## config.mk

```make
export PLATFORM = sky130hd
export DESIGN_NAME = j17_control_flat
export DESIGN_NICKNAME = d
export VERILOG_FILES = /design/src/rtl/j17_pkg.sv /design/src/rtl/j17_control_if.sv /design/src/rtl/j17_decode.sv /design/src/rtl/j17_control.sv /design/src/flat_wrapper.sv
export SDC_FILE = /design/constraint.sdc
export NUM_CORES = 1
export LEC_CHECK = 0
export CAP_MARGIN = 20
export CORE_ASPECT_RATIO = 1.25
export CORE_MARGIN = 2
export CORE_UTILIZATION = 50
export DETAILED_ROUTE_END_ITERATION = 10
export DONT_BUFFER_PORTS = 1
export PLACE_DENSITY = 0.67
export SYNTH_ARGS = -nofsm -noshare
export SYNTH_HDL_FRONTEND = slang
export SYNTH_SLANG_ARGS = --single-unit
```

## constraint.sdc

```tcl
create_clock -name clock -period 3.8 [get_ports clock]
set_input_delay 0.76 -clock clock [delete_from_list [all_inputs] [get_ports clock]]
set_output_delay 0.76 -clock clock [all_outputs]
set_load 0.01 [all_outputs]
```

## src/rtl/j17_pkg.sv

```systemverilog
// j17_pkg: shared constants and types for the J17 fetch/decode/sequencing unit.
// Contents: instruction field widths and bit positions, opcode map,
// controller state enum, PC control codes and RAM access codes.
package j17_pkg;

   localparam int unsigned INSTR_W = 32;
   localparam int unsigned OPC_W   = 5;
   localparam int unsigned ALU_W   = 5;
   localparam int unsigned PC_W    = 4;
   localparam int unsigned OP1_W   = 3;
   localparam int unsigned OP2_W   = 21;
   localparam int unsigned RAM_W   = 2;
   localparam int unsigned CNT_W   = 32;

   // Instruction word layout
   localparam int unsigned OPC_MSB   = 31;
   localparam int unsigned OPC_LSB   = 27;
   localparam int unsigned IMM_BIT   = 26;
   localparam int unsigned FLAG1_BIT = 25;
   localparam int unsigned FLAG_BIT  = 24;
   localparam int unsigned OP1_MSB   = 23;
   localparam int unsigned OP1_LSB   = 21;
   localparam int unsigned OP2_MSB   = 20;

   // Opcode map
   localparam logic [OPC_W-1:0] OPC_NOP       = 5'd0;
   localparam logic [OPC_W-1:0] OPC_MOV       = 5'd1;
   localparam logic [OPC_W-1:0] OPC_ALU_FIRST = 5'd2;
   localparam logic [OPC_W-1:0] OPC_ALU_LAST  = 5'd12;
   localparam logic [OPC_W-1:0] OPC_BR_FIRST  = 5'd16;
   localparam logic [OPC_W-1:0] OPC_BR_LAST   = 5'd24;
   localparam logic [OPC_W-1:0] OPC_BR_BASE   = 5'd15;
   localparam logic [OPC_W-1:0] OPC_HALT      = 5'd31;

   // PC control codes
   localparam logic [PC_W-1:0] PC_STEP = 4'd0;
   localparam logic [PC_W-1:0] PC_HOLD = 4'd10;

   // RAM access codes
   localparam logic [RAM_W-1:0] RAM_NONE  = 2'b00;
   localparam logic [RAM_W-1:0] RAM_READ  = 2'b01;
   localparam logic [RAM_W-1:0] RAM_WRITE = 2'b10;

   typedef enum logic [2:0] {
      S_IDLE   = 3'd0,
      S_FETCH  = 3'd1,
      S_DECODE = 3'd2,
      S_MEM    = 3'd3,
      S_EXEC   = 3'd4,
      S_HALT   = 3'd5,
      S_TRAP   = 3'd6
   } state_e;

   // Extract the opcode field of an instruction word
   function automatic logic [OPC_W-1:0] opc_of(input logic [INSTR_W-1:0] w);
      return w[OPC_MSB:OPC_LSB];
   endfunction

endpackage

```

## src/rtl/j17_control_if.sv

```systemverilog
// j17_control_if: instruction-fetch handshake between the J17 controller
// and instruction memory.
//   instr        32  instruction word (memory -> controller)
//   instr_valid   1  instr valid this cycle (memory -> controller)
//   fetch_req     1  fetch request at datapath PC (controller -> memory)
// Modports: master = controller side, slave = instruction memory side.
interface j17_control_if;
   import j17_pkg::*;

   logic [INSTR_W-1:0] instr;
   logic               instr_valid;
   logic               fetch_req;

   modport master (input instr, input instr_valid, output fetch_req);
   modport slave  (output instr, output instr_valid, input fetch_req);

endinterface

```

## src/rtl/j17_decode.sv

```systemverilog
// j17_decode: purely combinational opcode decoder for J17.
//   opcode_i     5  instruction opcode
//   alucode_o    5  ALU operation (opcode-1 for ALU ops, 0 otherwise)
//   writecode_o  1  1 = write num2 (MOV), 0 = write ALU result
//   pc_code_o    4  PC control used in EXEC
//   is_write_o   1  MOV or ALU (produces a register/RAM write)
//   is_branch_o  1  compare/jump opcode
//   is_halt_o    1  HALT opcode
//   illegal_o    1  opcode not in the map
module j17_decode
   import j17_pkg::*;
(
   input  logic [OPC_W-1:0] opcode_i,
   output logic [ALU_W-1:0] alucode_o,
   output logic             writecode_o,
   output logic [PC_W-1:0]  pc_code_o,
   output logic             is_write_o,
   output logic             is_branch_o,
   output logic             is_halt_o,
   output logic             illegal_o
);

   // Opcode classification; NOP falls through every branch with defaults
   always_comb begin
      alucode_o   = '0;
      writecode_o = 1'b0;
      pc_code_o   = PC_STEP;
      is_write_o  = 1'b0;
      is_branch_o = 1'b0;
      is_halt_o   = 1'b0;
      illegal_o   = 1'b0;
      if (opcode_i == OPC_MOV) begin
         writecode_o = 1'b1;
         is_write_o  = 1'b1;
      end else if (opcode_i >= OPC_ALU_FIRST && opcode_i <= OPC_ALU_LAST) begin
         alucode_o  = ALU_W'(opcode_i - 5'd1);
         is_write_o = 1'b1;
      end else if (opcode_i >= OPC_BR_FIRST && opcode_i <= OPC_BR_LAST) begin
         pc_code_o   = PC_W'(opcode_i - OPC_BR_BASE);
         is_branch_o = 1'b1;
      end else if (opcode_i == OPC_HALT) begin
         pc_code_o = PC_HOLD;
         is_halt_o = 1'b1;
      end else if (opcode_i != OPC_NOP) begin
         illegal_o = 1'b1;
      end
   end

endmodule

```

## src/rtl/j17_control.sv

```systemverilog
// j17_control: multi-cycle fetch/decode/sequencing unit for J17.
// Fetches an instruction over the imem handshake, decodes it into the
// datapath control word, holds the PC while an instruction is in flight
// and counts retired instructions.
// Ports:
//   clock, reset   clock and asynchronous active-high reset
//   imem           fetch handshake (master modport)
//   alucode(5) pcControl(4) flag flag1 op1(3) op2(21) imControl writecode
//   regenable ramenable(2) stackSelect(2) halted trap instret(32)
// Optional feature macro: J17_CTRL_TRAP_EN (illegal opcode -> terminal TRAP).
// Without it illegal opcodes execute as NOP and trap is tied low.
module j17_control
   import j17_pkg::*;
(
   input  logic               clock,
   input  logic               reset,
   j17_control_if.master      imem,
   output logic [ALU_W-1:0]   alucode,
   output logic [PC_W-1:0]    pcControl,
   output logic               flag,
   output logic               flag1,
   output logic [OP1_W-1:0]   op1,
   output logic [OP2_W-1:0]   op2,
   output logic               imControl,
   output logic               writecode,
   output logic               regenable,
   output logic [RAM_W-1:0]   ramenable,
   output logic [1:0]         stackSelect,
   output logic               halted,
   output logic               trap,
   output logic [CNT_W-1:0]   instret
);

   state_e             state_q, state_d;
   logic [INSTR_W-1:0] instr_q;
   logic               fetch_req_q;
   logic [ALU_W-1:0]   alucode_q;
   logic [PC_W-1:0]    pc_q;
   logic               flag_q, flag1_q, imm_q, writecode_q, regen_q, halted_q;
   logic [OP1_W-1:0]   op1_q;
   logic [OP2_W-1:0]   op2_q;
   logic [RAM_W-1:0]   ramen_q;
   logic [CNT_W-1:0]   instret_q;

   logic [ALU_W-1:0]   dec_alucode;
   logic               dec_writecode, dec_write, dec_branch, dec_halt, dec_illegal;
   logic [PC_W-1:0]    dec_pc;
   logic               is_mem_access;

   // Decode always looks at the latched word, stable from DECODE to EXEC
   j17_decode u_decode (
      .opcode_i    (opc_of(instr_q)),
      .alucode_o   (dec_alucode),
      .writecode_o (dec_writecode),
      .pc_code_o   (dec_pc),
      .is_write_o  (dec_write),
      .is_branch_o (dec_branch),
      .is_halt_o   (dec_halt),
      .illegal_o   (dec_illegal)
   );

   assign is_mem_access = instr_q[FLAG_BIT] | instr_q[FLAG1_BIT];

   // Next-state logic
   always_comb begin
      state_d = state_q;
      case (state_q)
         S_IDLE:   state_d = S_FETCH;
         S_FETCH:  if (imem.instr_valid) state_d = S_DECODE;
         S_DECODE: begin
`ifdef J17_CTRL_TRAP_EN
            if (dec_illegal)        state_d = S_TRAP;
            else if (is_mem_access) state_d = S_MEM;
            else                    state_d = S_EXEC;
`else
            if (is_mem_access) state_d = S_MEM;
            else               state_d = S_EXEC;
`endif
         end
         S_MEM:    state_d = S_EXEC;
         S_EXEC:   state_d = dec_halt ? S_HALT : S_FETCH;
         S_HALT:   state_d = S_HALT;
         S_TRAP:   state_d = S_TRAP;
         default:  state_d = S_IDLE;
      endcase
   end

   // State, field registers, strobes and retire counter.
   // Strobes are registered from state_d so they are high exactly in EXEC/MEM.
   always_ff @(posedge clock or posedge reset) begin
      if (reset) begin
         state_q     <= S_IDLE;
         instr_q     <= '0;
         fetch_req_q <= 1'b0;
         alucode_q   <= '0;
         pc_q        <= PC_HOLD;
         flag_q      <= 1'b0;
         flag1_q     <= 1'b0;
         imm_q       <= 1'b0;
         writecode_q <= 1'b0;
         op1_q       <= '0;
         op2_q       <= '0;
         regen_q     <= 1'b0;
         ramen_q     <= RAM_NONE;
         halted_q    <= 1'b0;
         instret_q   <= '0;
      end else begin
         state_q     <= state_d;
         fetch_req_q <= (state_d == S_FETCH);

         if (state_q == S_FETCH && imem.instr_valid) instr_q <= imem.instr;

         if (state_q == S_DECODE) begin
            alucode_q   <= dec_alucode;
            writecode_q <= dec_writecode;
            imm_q       <= instr_q[IMM_BIT];
            flag1_q     <= instr_q[FLAG1_BIT];
            flag_q      <= instr_q[FLAG_BIT];
            op1_q       <= instr_q[OP1_MSB:OP1_LSB];
            op2_q       <= instr_q[OP2_MSB:0];
         end

         regen_q <= (state_d == S_EXEC) && dec_write && !instr_q[FLAG_BIT];

         if (state_d == S_MEM)
            ramen_q <= RAM_READ;
         else if (state_d == S_EXEC && dec_write && instr_q[FLAG_BIT])
            ramen_q <= RAM_WRITE;
         else
            ramen_q <= RAM_NONE;

         // Illegal opcodes reaching EXEC behave as NOP (dec_pc is PC_STEP)
         if (state_d == S_EXEC)
            pc_q <= dec_branch ? dec_pc : (dec_halt ? PC_HOLD : PC_STEP);
         else
            pc_q <= PC_HOLD;

         if (state_q == S_EXEC) begin
            if (dec_halt) halted_q  <= 1'b1;
            else          instret_q <= instret_q + CNT_W'(1);
         end
      end
   end

`ifdef J17_CTRL_TRAP_EN
   logic trap_q;

   // Sticky trap flag, set on the edge leaving DECODE
   always_ff @(posedge clock or posedge reset) begin
      if (reset)                                trap_q <= 1'b0;
      else if (state_q == S_DECODE && dec_illegal) trap_q <= 1'b1;
   end

   assign trap = trap_q;
`else
   logic unused_illegal;
   assign unused_illegal = dec_illegal;
   assign trap           = 1'b0;
`endif

   assign imem.fetch_req = fetch_req_q;
   assign alucode        = alucode_q;
   assign pcControl      = pc_q;
   assign flag           = flag_q;
   assign flag1          = flag1_q;
   assign op1            = op1_q;
   assign op2            = op2_q;
   assign imControl      = imm_q;
   assign writecode      = writecode_q;
   assign regenable      = regen_q;
   assign ramenable      = ramen_q;
   assign stackSelect    = 2'b00;
   assign halted         = halted_q;
   assign instret        = instret_q;

endmodule

```

## src/flat_wrapper.sv

```systemverilog
// flat-port wrapper written by rule: the top's interface ports become plain ports
module j17_control_flat import j17_pkg::*;
  (clock, reset, alucode, pcControl, flag, flag1, op1, op2, imControl, writecode, regenable, ramenable, stackSelect, halted, trap, instret, imem_instr, imem_instr_valid, imem_fetch_req);
  j17_control_if imem_i ();
  input  logic clock;
  input  logic reset;
  output logic [ALU_W-1:0] alucode;
  output logic [PC_W-1:0] pcControl;
  output logic flag;
  output logic flag1;
  output logic [OP1_W-1:0] op1;
  output logic [OP2_W-1:0] op2;
  output logic imControl;
  output logic writecode;
  output logic regenable;
  output logic [RAM_W-1:0] ramenable;
  output logic [1:0] stackSelect;
  output logic halted;
  output logic trap;
  output logic [CNT_W-1:0] instret;
  input wire logic [$bits(imem_i.instr)-1:0] imem_instr;
  input wire logic [$bits(imem_i.instr_valid)-1:0] imem_instr_valid;
  output wire logic [$bits(imem_i.fetch_req)-1:0] imem_fetch_req;
  assign imem_i.instr = imem_instr;
  assign imem_i.instr_valid = imem_instr_valid;
  assign imem_fetch_req = imem_i.fetch_req;
  j17_control u_core (.clock(clock), .reset(reset), .imem(imem_i), .alucode(alucode), .pcControl(pcControl), .flag(flag), .flag1(flag1), .op1(op1), .op2(op2), .imControl(imControl), .writecode(writecode), .regenable(regenable), .ramenable(ramenable), .stackSelect(stackSelect), .halted(halted), .trap(trap), .instret(instret));
endmodule
```

==> summary.txt <==
OUTCOME
--------------------------------------------------------------------------------
Result of the run                                                   finished clean

LAYOUT
--------------------------------------------------------------------------------
Final Instance Area                                                 0.005029 mm^2
Fraction of layout cells with a size suffix above 1                       23.96%
Area added between synthesis and finish                                   9.869%
Non-filler instance count after layout                                       482
Count of nets after finishing                                                394
Number of antenna repair diodes                                                0

ROUTE
--------------------------------------------------------------------------------
Routed WL                                                                8749 um
Initial DRC Count                                                            124
Residual DRC count                                                             0
Detailed-router iteration count before antenna repair                          4
Detailed-route wire length per cell                                     18.15 um
Detail Route Antenna Nets                                                      0
Total number of vias                                                        2675
Detail-routed via count per cell                                           5.550

LOGIC SYNTHESIS
--------------------------------------------------------------------------------
Count of flip-flops with a built-in enable after synthesis                     0
Top_reg_cell synth                                                       dfrtp_1
Part of the Yosys area used for sequential elements                       59.65%
Area share of the largest cell type after synthesis                       58.50%
Syn Inst Count                                                               358
Commonest cells in the netlist                                      dfrtp_1 (107), mux2_2 (58), xnor2_1 (24)
Most instantiated library cell after synthesis                           dfrtp_1
Combined area of all synthesized cells                              0.004577 mm^2
Cell variety after synth                                                      41
Share of flip-flops with an asynchronous set or reset                     100.0%
Avg Inst Size Synth                                                   12.78 um^2
Synth warnings                                                                 0
Most area-consuming cells after synthesis                           dfrtp_1 (59%), mux2_2 (14%), xnor2_1 (4.6%), xor2_1 (2.1%), nand4_1 (2.1%)
Post-synthesis register bit count                                            109
Library cell with the largest summed area after synthesis                dfrtp_1

SETUP PATH
--------------------------------------------------------------------------------
CP Cell Sequence                                                    ha_1 -> and4_1 -> nor4_2 -> nand4_1 -> xnor2_1
Worst-case register-to-register setup slack                              1.39 ns
Data arrival time of the critical path                                   2.63 ns
Number of cells traversed by the worst register-to-register path               5
Critical path endpoint category                                             flop
Required time reported for the critical path endpoint                    4.03 ns
Slowest cell on crit path                                                 nor4_2
Buffers plus inverters on the worst setup path                                 0
Crit Path Class                                                     flop to flop
Crit-path leading delay family                                      simple AND/OR/NAND/NOR gates
Peak per-stage delay on the critical path                                0.79 ns
Critical path depth in cells                                                   5
Type of element launching the critical path                                 flop
Max FO, Critical Path                                                         11

CLOCK NETWORK
--------------------------------------------------------------------------------
CTS root buf                                                           clkbuf_16
Max H-tree Level                                                               3
Clock-pin transition on the worst setup and hold timing paths            0.07 ns
Clock latency on the worst-skew pair                                     0.35 ns
Maximum buffer depth of the clock tree                                         2
Clock sink count                                                             109
Post-CTS Hold Buffers                                                          0
CTS tree                                                                    done
Number of buffers created by CTS                                               9
Post-CTS Resized                                                               0
Number of post-CTS setup repair buffers                                        0

PWR
--------------------------------------------------------------------------------
Reg power frac                                                             52.2%
Static Leakage                                                          2.193 nW
Proportion of power drawn by combinational gates                           20.3%
Clock network fraction of total power                                      27.5%
Peak VDD IR                                                            0.4961 mV
Switching share of total power                                            31.08%
Net switching component of the power                                  0.001209 W
Sum of internal, switching and leakage power                          0.003890 W
Total power per unit cell area                                      773.6 mW/mm^2
Internal power component                                              0.002681 W

PLACEMENT
--------------------------------------------------------------------------------
Post-Place Worst Slack                                                  1.474 ns
Placer's final routability congestion estimate                            0.8448
Number of cells in the design after placement                                466
Post-DP HPWL                                                             5946 um
Port-buffer cells                                                              0
Standard cell area after detailed placement                         0.004679 mm^2

FLOORPLANNING
--------------------------------------------------------------------------------
IO Count                                                                     112
Die Footprint                                                       0.009940 mm^2
Die span in x                                                           89.58 um
Vertical die dimension                                                  111.0 um
Rows                                                                          39
Starting Density                                                          50.70%
Total core area                                                     0.009027 mm^2

TIMING
--------------------------------------------------------------------------------
Min Clock Period, post-route                                            2.409 ns
Final Slew Violations                                                          0
Actual slew at the worst max-slew pin                                  0.9724 ns
Fraction of the cycle the final worst path needs                          63.39%
Setup total negative slack                                                  0 ns
Skew final                                                           0.005266 ns
RSZ-0062 raised after global routing                                          no
Final hold violation count                                                     0
Maximum clock frequency                                               0.4152 GHz
Max-slew headroom                                                         35.02%
Final count of negative-setup-slack endpoints                                  0
Final worst slack                                                       1.391 ns

GLOBAL ROUTE
--------------------------------------------------------------------------------
Total global routing track utilization                                    18.79%
Final global-route overflow total                                              0
Largest net degree at the start of global routing                             66
Number of antenna violations at the first check in global routing              0
Vias in the first global route                                              2852
First-pass GRT wire length                                              14230 um

MIN PATH
--------------------------------------------------------------------------------
Path class of the lowest-slack min-delay path                       input pin to asynchronous set/reset pin

JOB
--------------------------------------------------------------------------------
Number of max-cap violations                                                   0

## logic make-up after synthesis
family / synth area share [%]
flip-flops: 59.65
multiplexers: 14.27
AND/OR/NAND/NOR: 12.96
adder cells (fa/ha/maj): 1.367
buffers and inverters: 2.433
XOR/XNOR: 6.698
other: 0.08193
AO/OA/AOI/OAI: 2.543
## final cells by class
type,instances,area [um^2]
Inverter,6,25.02
Sequential cell,109,2730
Fill cell,749,3999
Tap cell,123,153.9
Multi-Input combinational cell,227,1750
Timing Repair Buffer,1,20.02
Clock inverter,7,123.9
Clock buffer,9,225.2
## through the flow
stage                     hold slack, ns  util [%]
final                             0.4299     55.70
after global routing              0.5162     55.70
after floorplan                   0.4705         -
after detailed placement          0.4929     51.84
after global placement            0.4838     51.84
after CTS                         0.4667     55.70
## cells in the final DEF (no fill, tap or decap), types with 2 or more instances in the layout
cell	Yosys	final
nand4_1	15	15
mux2_2	58	58
o21ai_0	10	10
nor3_1	12	12
bufinv_16	0	3
inv_1	6	5
clkinv_4	0	3
nand3_1	13	13
nand3b_1	2	2
nand2_1	21	21
nor2b_1	2	2
or3_1	2	2
nor4_1	4	4
clkbuf_16	0	9
xor2_1	11	11
dfrtp_1	107	107
ha_1	5	5
and3_1	5	5
a21oi_1	2	2
dfstp_2	2	2
conb_1	1	3
nand2b_1	3	3
xnor2_1	24	24
nor2_1	16	15
o22ai_1	2	2
and2_1	2	2
nor4_2	2	2
and4_1	2	2
## layer usage
metal / global-route usage [%] / vias up / share of wire (%)
li1: - / 1236 / -
met1: 23.20 / 1338 / 40
met2: 28.73 / 87 / 49
met3: 7.223 / 14 / 8.7
met4: 8.657 / 0 / 2.4
met5: 0 / - / 0
## final timing paths
check / startpoint / endpoint
hold reg to reg: u_core.instr_q[15]$_DFFE_PP0P_ / u_core.op2[15]$_DFFE_PP0N_
max in group asynchronous: reset / u_core.pcControl[1]$_DFF_PP1_
setup / recovery: u_core.instr_q[27]$_DFFE_PP0P_ / u_core.instret[30]$_DFFE_PP0P_
hold / removal: reset / u_core.instr_q[18]$_DFFE_PP0P_
setup reg to reg: u_core.instr_q[27]$_DFFE_PP0P_ / u_core.instret[30]$_DFFE_PP0P_
min in group clock: u_core.instr_q[15]$_DFFE_PP0P_ / u_core.op2[15]$_DFFE_PP0N_
## power groups by stage
stage          Sequential (W)  Combinational, W  Clock (W)
6_report              0.00203          0.000790    0.00107
5_1_grt               0.00210          0.000887    0.00114
4_1_cts               0.00204          0.000804    0.00109
3_5_place_dp          0.00206          0.000796          0
3_3_place_gp          0.00204          0.000763          0
2_1_floorplan         0.00190          0.000749          0
## sequential cells by signal, indices dropped and copies added, names as in the netlist, 2 cells and up
name,count
u_core.alucode,5
u_core.instr_q,32
u_core.instret,32
u_core.op1,3
u_core.op2,21
u_core.pcControl,4
u_core.ramenable,2
u_core.state_q,3
(Power assumes the default switching activity.)
